$ cat config.mk
export PLATFORM = sky130hd
export DESIGN_NAME = vend_dispense_responder_flat
export DESIGN_NICKNAME = d
export VERILOG_FILES = /design/src/rtl/vend_dispense_responder_if.sv /design/src/rtl/vend_dispense_responder.sv /design/src/flat_wrapper.sv
export SDC_FILE = /design/constraint.sdc
export NUM_CORES = 1
export LEC_CHECK = 0
export ABC_AREA = 1
export CAP_MARGIN = 40
export CELL_PAD_IN_SITES_DETAIL_PLACEMENT = 2
export CELL_PAD_IN_SITES_GLOBAL_PLACEMENT = 2
export CORE_AREA = 4 4 71 86
export DETAILED_ROUTE_END_ITERATION = 16
export DIE_AREA = 0 0 75 90
export PLACE_DENSITY_LB_ADDON = 0.1
export SLEW_MARGIN = 20
export SYNTH_ARGS = -nofsm -noshare
export SYNTH_HDL_FRONTEND = slang
export SYNTH_SLANG_ARGS = --single-unit
$ cat constraint.sdc
create_clock -name clk -period 2.85 [get_ports clk]
set_input_delay 0.4275 -clock clk [delete_from_list [all_inputs] [get_ports clk]]
set_output_delay 0.4275 -clock clk [all_outputs]
set_load 0.01 [all_outputs]
$ cat src/rtl/vend_dispense_responder_if.sv
// rtl/vend_dispense_responder_if.sv - controller-side vend handshake bundle
interface vend_dispense_responder_if #(
  parameter int SLOT_W = 4
);
  logic              req;
  logic [SLOT_W-1:0] slot;
  logic              ack;
  logic              busy;
  logic              done;
  logic              fault;
  logic [7:0]        err_count;

  modport master (
    output req, slot,
    input  ack, busy, done, fault, err_count
  );

  modport slave (
    input  req, slot,
    output ack, busy, done, fault, err_count
  );
endinterface

$ cat src/rtl/vend_dispense_responder.sv
// rtl/vend_dispense_responder.sv - vend start responder: spins the slot motor, watches the drop sensor
module vend_dispense_responder #(
  parameter int NUM_SLOTS      = 10,
  parameter int SLOT_W         = 4,
  parameter int MOTOR_CYCLES   = 8,
  parameter int TIMEOUT_CYCLES = 64
) (
  input  logic                       clk,
  input  logic                       rst,
  vend_dispense_responder_if.slave   bus,
  input  logic                       drop_sensor_i,
  output logic                       motor_en_o,
  output logic [SLOT_W-1:0]          motor_sel_o
);

  // One counter serves both the spin phase and the drop timeout.
  localparam int CNT_MAX = (MOTOR_CYCLES > TIMEOUT_CYCLES) ? MOTOR_CYCLES : TIMEOUT_CYCLES;
  localparam int CNT_W   = (CNT_MAX > 1) ? $clog2(CNT_MAX) : 1;
  localparam logic [CNT_W-1:0]  SPIN_LAST  = CNT_W'(MOTOR_CYCLES - 1);
  localparam logic [CNT_W-1:0]  WAIT_LAST  = CNT_W'(TIMEOUT_CYCLES - 1);
  // One extra bit so NUM_SLOTS == 2^SLOT_W is still representable.
  localparam logic [SLOT_W:0]   SLOT_LIMIT = (SLOT_W + 1)'(NUM_SLOTS);

  typedef enum logic [2:0] {
    S_IDLE,
    S_SPIN,
    S_WAIT_DROP,
    S_DONE,
    S_FAULT,
    S_WAIT_RELEASE
  } state_t;

  state_t            state_q;
  logic [CNT_W-1:0]  cnt_q;
  logic              drop_seen_q;
  logic              ack_q;
  logic              busy_q;
  logic              motor_en_q;
  logic [SLOT_W-1:0] motor_sel_q;
  logic              done_q;
  logic              fault_q;
  logic [7:0]        err_count_q;

  logic              drop_seen_d;
  logic [7:0]        err_count_d;
  logic              slot_valid;

  // A drop in the current spin cycle counts together with earlier ones.
  assign drop_seen_d = drop_seen_q | drop_sensor_i;
  assign err_count_d = (err_count_q == 8'hFF) ? err_count_q : err_count_q + 8'd1;
  assign slot_valid  = ({1'b0, bus.slot} < SLOT_LIMIT);

  // Vend sequencer: every output is a register updated alongside the state.
  always_ff @(posedge clk) begin
    if (rst) begin
      state_q     <= S_IDLE;
      cnt_q       <= '0;
      drop_seen_q <= 1'b0;
      ack_q       <= 1'b0;
      busy_q      <= 1'b0;
      motor_en_q  <= 1'b0;
      motor_sel_q <= '0;
      done_q      <= 1'b0;
      fault_q     <= 1'b0;
      err_count_q <= 8'd0;
    end else begin
      ack_q   <= 1'b0;
      done_q  <= 1'b0;
      fault_q <= 1'b0;
      unique case (state_q)
        S_IDLE: begin
          if (bus.req) begin
            busy_q <= 1'b1;
            if (slot_valid) begin
              state_q     <= S_SPIN;
              motor_sel_q <= bus.slot;
              ack_q       <= 1'b1;
              motor_en_q  <= 1'b1;
              cnt_q       <= '0;
              drop_seen_q <= 1'b0;
            end else begin
              state_q     <= S_FAULT;
              fault_q     <= 1'b1;
              err_count_q <= err_count_d;
            end
          end
        end
        S_SPIN: begin
          if (cnt_q == SPIN_LAST) begin
            motor_en_q <= 1'b0;
            cnt_q      <= '0;
            if (drop_seen_d) begin
              state_q <= S_DONE;
              done_q  <= 1'b1;
            end else begin
              state_q <= S_WAIT_DROP;
            end
          end else begin
            cnt_q       <= cnt_q + 1'b1;
            drop_seen_q <= drop_seen_d;
          end
        end
        S_WAIT_DROP: begin
          // Checking the sensor first makes a drop in the last cycle a success.
          if (drop_sensor_i) begin
            state_q <= S_DONE;
            done_q  <= 1'b1;
          end else if (cnt_q == WAIT_LAST) begin
            state_q     <= S_FAULT;
            fault_q     <= 1'b1;
            err_count_q <= err_count_d;
          end else begin
            cnt_q <= cnt_q + 1'b1;
          end
        end
        S_DONE, S_FAULT: begin
          state_q <= S_WAIT_RELEASE;
        end
        S_WAIT_RELEASE: begin
          if (!bus.req) begin
            state_q <= S_IDLE;
            busy_q  <= 1'b0;
          end
        end
        default: begin
          state_q    <= S_IDLE;
          busy_q     <= 1'b0;
          motor_en_q <= 1'b0;
        end
      endcase
    end
  end

  assign bus.ack       = ack_q;
  assign bus.busy      = busy_q;
  assign bus.done      = done_q;
  assign bus.fault     = fault_q;
  assign bus.err_count = err_count_q;
  assign motor_en_o    = motor_en_q;
  assign motor_sel_o   = motor_sel_q;

endmodule

$ cat src/flat_wrapper.sv
// flat-port wrapper written by rule: the top's interface ports become plain ports
module vend_dispense_responder_flat 
#(
  parameter int NUM_SLOTS      = 10,
  parameter int SLOT_W         = 4,
  parameter int MOTOR_CYCLES   = 8,
  parameter int TIMEOUT_CYCLES = 64
)
  (clk, rst, drop_sensor_i, motor_en_o, motor_sel_o, bus_req, bus_slot, bus_ack, bus_busy, bus_done, bus_fault, bus_err_count);
  vend_dispense_responder_if #(.SLOT_W(SLOT_W)) bus_i ();
  input  logic clk;
  input  logic rst;
  input  logic drop_sensor_i;
  output logic motor_en_o;
  output logic [SLOT_W-1:0] motor_sel_o;
  input wire logic [$bits(bus_i.req)-1:0] bus_req;
  input wire logic [$bits(bus_i.slot)-1:0] bus_slot;
  output wire logic [$bits(bus_i.ack)-1:0] bus_ack;
  output wire logic [$bits(bus_i.busy)-1:0] bus_busy;
  output wire logic [$bits(bus_i.done)-1:0] bus_done;
  output wire logic [$bits(bus_i.fault)-1:0] bus_fault;
  output wire logic [$bits(bus_i.err_count)-1:0] bus_err_count;
  assign bus_i.req = bus_req;
  assign bus_i.slot = bus_slot;
  assign bus_ack = bus_i.ack;
  assign bus_busy = bus_i.busy;
  assign bus_done = bus_i.done;
  assign bus_fault = bus_i.fault;
  assign bus_err_count = bus_i.err_count;
  vend_dispense_responder #(.NUM_SLOTS(NUM_SLOTS), .SLOT_W(SLOT_W), .MOTOR_CYCLES(MOTOR_CYCLES), .TIMEOUT_CYCLES(TIMEOUT_CYCLES)) u_core (.clk(clk), .rst(rst), .bus(bus_i), .drop_sensor_i(drop_sensor_i), .motor_en_o(motor_en_o), .motor_sel_o(motor_sel_o));
endmodule
; ---- Yosys cells after proc, flatten, opt, wreduce, memory -nomap -nowiden
; Cells that the tools add are included.
[totals]
reg_bits = 27
output_inout_bits = 17
in_bits = 8
elab_cells = 92
[op_classes]
add_sub_neg = 2
bitwise = 5
eq_ne = 18
mux = 41
n_reduce_logical = 15
magnitude_cmp = 1
[op_table]
columns = op, n
row1 = 2-to-1 mux 8 bit, 5
row2 = 2-to-1 mux 6 bit, 5
row3 = 2-to-1 mux 3 bit, 6
row4 = one-hot mux 6 bit (3 select lines), 1
row5 = 2-to-1 mux 1 bit, 17
row6 = one-hot mux 8 bit (2 select lines), 1
row7 = one-hot mux 3 bit (5 select lines), 1
row8 = "inequality test 2 bit, second input constant", 6
row9 = AND reduction 4 bit, 3
row10 = AND reduction 5 bit, 2
row11 = "adder 8 x 1 -> 8 bit, second input constant", 1
row12 = "== test 8 bit, second input constant", 1
row13 = OR reduction 4 bit, 2
row14 = "adder 6 x 1 -> 6 bit, second input constant", 1
row15 = "== test 3 x 2 -> 1 bit, second input constant", 2
row16 = "== test 3 bit, second input constant", 2
row17 = "== test 6 x 3 -> 1 bit, second input constant", 1
row18 = "== test 6 bit, second input constant", 1
row19 = "inequality test 2 x 1 -> 1 bit, second input constant", 3
row20 = one-hot mux 1 bit (2 select lines), 3
row21 = one-hot mux 1 bit (3 select lines), 2
row22 = AND reduction 3 bit, 2
row23 = "< comparator 4 bit, second input constant", 1
row24 = NOT 1 bit, 4
row25 = other kinds (8), 9

; ---- Logic depth before layout (Yosys ltp)
[depth]
ltp_word = 5
depth_mapped = 10

; ---- Worst setup path after synthesis
; No wires, ideal clock.
[synth_timing]
kind = register -> register
from = register u_core.err_count_q[0] (netlist: u_core.bus.err_count[0])
to = register u_core.err_count_q[0] (netlist: u_core.bus.err_count[0])
n_path_buf = 0
path_slack_ps = 1361
arrival_ps = 1375
setup_ps = 113
period_less_slack_ps = 1489
path_stages_with_launch = 9
required_ps = 2737
path_cell_list = dfxtp_1 -> ha_1 -> nand2_1 -> nor3_2 -> nor2_8 -> nand2_4 -> inv_2 -> nor2_1 -> nor2_1
[synth_via]
elab_chain_cells = 5
elab_cells_between_ends = 8
[synth_rtl]
columns = item, line_no
row1 = start: declaration, vend_dispense_responder.sv:42  ; logic [7:0] err_count_q;
row2 = start signal: assignment, vend_dispense_responder.sv:84  ; err_count_q <= err_count_d;
row3 = start signal: assignment, vend_dispense_responder.sv:111  ; err_count_q <= err_count_d;
row4 = adder 8 x 1 -> 8 bit or == test 8 bit (tied branches), vend_dispense_responder.sv:50  ; assign err_count_d = (err_count_q == 8'hFF) ? err_count_q : err_count_q + 8'd1;
row5 = 2-to-1 mux 8 bit *, vend_dispense_responder.sv:50
row6 = "2-to-1 mux 8 bit, on equally long branches", "vend_dispense_responder.sv:108, vend_dispense_responder.sv:74"
row7 = "2-to-1 mux 8 bit, on equally long branches", "vend_dispense_responder.sv:105, vend_dispense_responder.sv:72"
row8 = one-hot mux 8 bit (2 select lines) *, vend_dispense_responder.sv:70  ; unique case (state_q)
; Mark *: on every way between the ends. The rest lies on a longest branch, timed or not. The select of a mux whose other input is x is not followed.
; A chain may end at the register's enable or synchronous reset.

; ---- Final worst setup path
[layout_timing]
from = register u_core.cnt_q[0]
to = register u_core.err_count_q[1] (netlist: u_core.bus.err_count[1])
[layout_via]
elab_chain_cells = 3
[layout_rtl]
columns = item, line_no
row1 = start: declaration, vend_dispense_responder.sv:34  ; logic [CNT_W-1:0] cnt_q;
row2 = start signal: assignment, vend_dispense_responder.sv:99  ; cnt_q <= cnt_q + 1'b1;
row3 = start signal: assignment, vend_dispense_responder.sv:113  ; cnt_q <= cnt_q + 1'b1;
row4 = == test 6 bit, vend_dispense_responder.sv:108  ; end else if (cnt_q == WAIT_LAST) begin
row5 = inequality test 2 x 1 -> 1 bit (no source line), -
row6 = AND reduction 5 bit (no source line), -
; Every way passes these cells.

==> results.cfg <==
[sta]
grt_setup_unrepaired = no
setup_violations = 0
finClkSkew_ns = 0.003837
setup_tns_ns = 0
fin_crit_sh_pct = 61.88
slew_headroom_pct = 69.82
hold_viol_final = 0
max_freq_mhz = 567.0
tightest_slew_ns = 0.4513
slew_viol_final = 0
period_needed_ns = 1.764

[clock_tree]
cts_tree = done
clockRootBuffer = clkbuf_8
clk_path_buf_depth = 2
cts_resized = 0
htree_levels = 1
post_cts_buffers = 0
clk_pin_slew_ns = 0.10
clock_latency_ns = 0.28
cts_sinks = 27
cts_buffers = 3
postCtsHoldBufs = 0

[global_routing]
grt_pass1_vias = 1752
grt_start_max_net_pins = 16
grt_use_total_pct = 16.05
antenna_found_initial = 0
grt_pass1_wl_um = 8625
gr-total-overflow = 0

[place]
dpl_cell_area_um2 = 1893
portBuffers = 24
hpwl_um = 3880
dp.cells = 323
gp_congestion = 0.8048

[synth]
synth-seq-cells = 27
synth.top_cells.by_area = dfxtp_1 (34%), nand2_1 (14%), nor2_1 (8.3%)
syn_inst = 240
synth_top_area_cell = dfxtp_1
ys_types = 28
synthAdderAreaFrac_pct = 1.579
synthDominantCellAreaShare_pct = 34.10
postSynthAreaPerCell_um2 = 6.605
syn-num-nets = 250
synthXorXnorAreaFrac_pct = 2.210
ys_warn_count = 0
synth-compound-area-share_pct = 12.23
synth.area.mux_share_pct = 0
yosysSeqAreaShare_pct = 34.10
synth_top_family_by_area = simple AND/OR/NAND/NOR gates
synth-simple-area-share_pct = 42.70
syn_area_um2 = 1585

[power_and_ir_drop]
leakagePower_nw = 0.8154
powerDensity_nw_per_um2 = 720.1
clockPowerShare_pct = 16.4
swShare_pct = 45.04
p_int_w = 0.0007675
power_w = 0.001396
ir_worst_vdd_uv = 286.7
seq_power_share_pct = 36.1
p_comb_share_pct = 47.5
p_sw_w = 0.0006290

[worst_setup_path]
start_kind = flip-flop
cp.arrival_ns = 1.95
r2r_slack_ns = 1.09
critical_path_class = reg2reg
worst-path-buf-inv = 0
path_common_cell = nand2_2
path_cells = ha_1, nand2_1, nor2_2, nand2_2, nand2_2, nand2_4, o21ai_1, nor2_1
required_ns = 3.03
crit_path_max_fanout = 9
crit_slowest_cell = dfxtp_1
cp_top_family = simple AND/OR/NAND/NOR gates
slowest_delay_ns = 0.45
endpoint_kind = flip-flop

[die]
dieArea_um2 = 6750
core-area_um2 = 5261
ios = 25
num_rows = 29
start_util_pct = 30.13
die_y_um = 90
die_width_um = 75

[drt]
vias = 1649
drcViolationCount = 0
vias_per_cell = 5.043
drt_iter0_markers = 50
totalWireLength_um = 4986
postRouteAntennaNets = 0
first_pass_iters = 4
wire_per_inst_um = 15.25

[cells_and_area]
nets = 276
drive_gt1_share_pct = 10.94
fillers = 650
final_core_util_pct = 36.86
layout.cells.non_filler = 327
diodes = 0
fin_area_um2 = 1939
area_growth_pct = 22.34

[run]
cap_violations = 0

[hold_path]
hold_path.class = reg2reg

[run_status]
status = finished, final reports clean
[state kept, by name, indices dropped and copies added (netlist names)]
signal and flops:
u_core.motor_sel_o 4, u_core.cnt_q 6, u_core.bus.done 1, u_core.motor_en_o 1
u_core.bus.fault 1, u_core.state_q 3, u_core.bus.ack 1, u_core.drop_seen_q 1
u_core.bus.err_count 8, u_core.bus.busy 1
[metal layers]
metal  GRT usage [%]  vias up  part of all wire (%)
met5               0        -                     0
met4           3.561        0                  0.98
met3           2.009        5                   2.2
met2           27.11       19                    50
met1           21.22      801                    46
li1                -      824                     -
[synthesized netlist by cell type]
library cell / instances
nand2_1: 58
nor2_1: 35
dfxtp_1: 27
nand3_1: 24
inv_1: 20
a21oi_1: 19
o21ai_0: 8
nor2_2: 6
nand4_1: 5
inv_2: 4
nand2_2: 4
nand2_4: 4
o21ai_1: 4
xor2_1: 3
buf_2: 2
clkbuf_1: 2
ha_1: 2
nand3_2: 2
o21bai_1: 2
a211oi_1: 1
a32oi_1: 1
inv_4: 1
nand3b_1: 1
nor2_4: 1
nor2_8: 1
nor3_2: 1
o211ai_1: 1
xnor2_1: 1
[final timing paths]
kind                             startpoint                                    to  depth (start not counted)
min reg2reg  u_core.motor_en_o$_SDFFE_PP0P_        u_core.motor_en_o$_SDFFE_PP0P_                          2
min          u_core.motor_en_o$_SDFFE_PP0P_        u_core.motor_en_o$_SDFFE_PP0P_                          2
max reg2reg    u_core.cnt_q[0]$_SDFFE_PP0P_  u_core.bus.err_count[1]$_SDFFE_PP0P_                          8
max            u_core.cnt_q[0]$_SDFFE_PP0P_  u_core.bus.err_count[1]$_SDFFE_PP0P_                          8
[per-stage QoR]
step | hold WS (ns) | worst slack [ns]
2_1_floorplan | 0.4803 | 1.361
3_3_place_gp | 0.4622 | 0.9329
3_5_place_dp | 0.4664 | 0.9172
4_1_cts | 0.4800 | 1.078
5_1_grt | 0.5049 | 0.8820
6_report | 0.4729 | 1.086
[power by group through the flow]
stage	logic [W]	registers (W)	clock network, W
4_1_cts	0.000680	0.000505	0.000241
3_3_place_gp	0.000665	0.000513	0
5_1_grt	0.000758	0.000515	0.000263
3_5_place_dp	0.000675	0.000513	0
6_report	0.000663	0.000504	0.000229
2_1_floorplan	0.000447	0.000505	0
[logic make-up after synthesis]
logic type | Yosys count
simple gates | 142
flops | 27
compound gates | 36
xor+xnor | 4
fa+ha+maj | 2
buf+inv | 29
[cell type report]
cell class | instances | area [um2] | area share (%)
Timing Repair Buffer | 25 | 247.7 | 12.77
Inverter | 25 | 96.34 | 4.968
Clock buffer | 3 | 41.29 | 2.129
Multi-Input combinational cell | 184 | 930.9 | 48.00
Clock inverter | 1 | 5.005 | 0.2581
Sequential cell | 27 | 540.5 | 27.87
Tap cell | 62 | 77.57 | 4.000
[worst min-delay path: cells and delay by family, from the launching register on]
family | cells | cell delay (ns)
flip-flops | 1 | 0.32
AND/OR/NAND/NOR | 1 | 0.06
AO/OA/AOI/OAI | 1 | 0.05
[layout by cell type (no fill, tap or decap), types with 2 or more instances in the layout]
master,instances
nand4_1,5
nand3_1,24
o21bai_1,2
nor2_2,6
inv_2,4
xor2_1,3
inv_1,20
nand3_2,2
o21ai_1,4
nand2_4,4
clkdlybuf4s50_1,24
o21ai_0,8
dfxtp_1,27
nor2_1,35
a21oi_1,19
nand2_2,4
clkbuf_8,3
nand2_1,58
ha_1,2
Power figures use the tool's default switching activity.
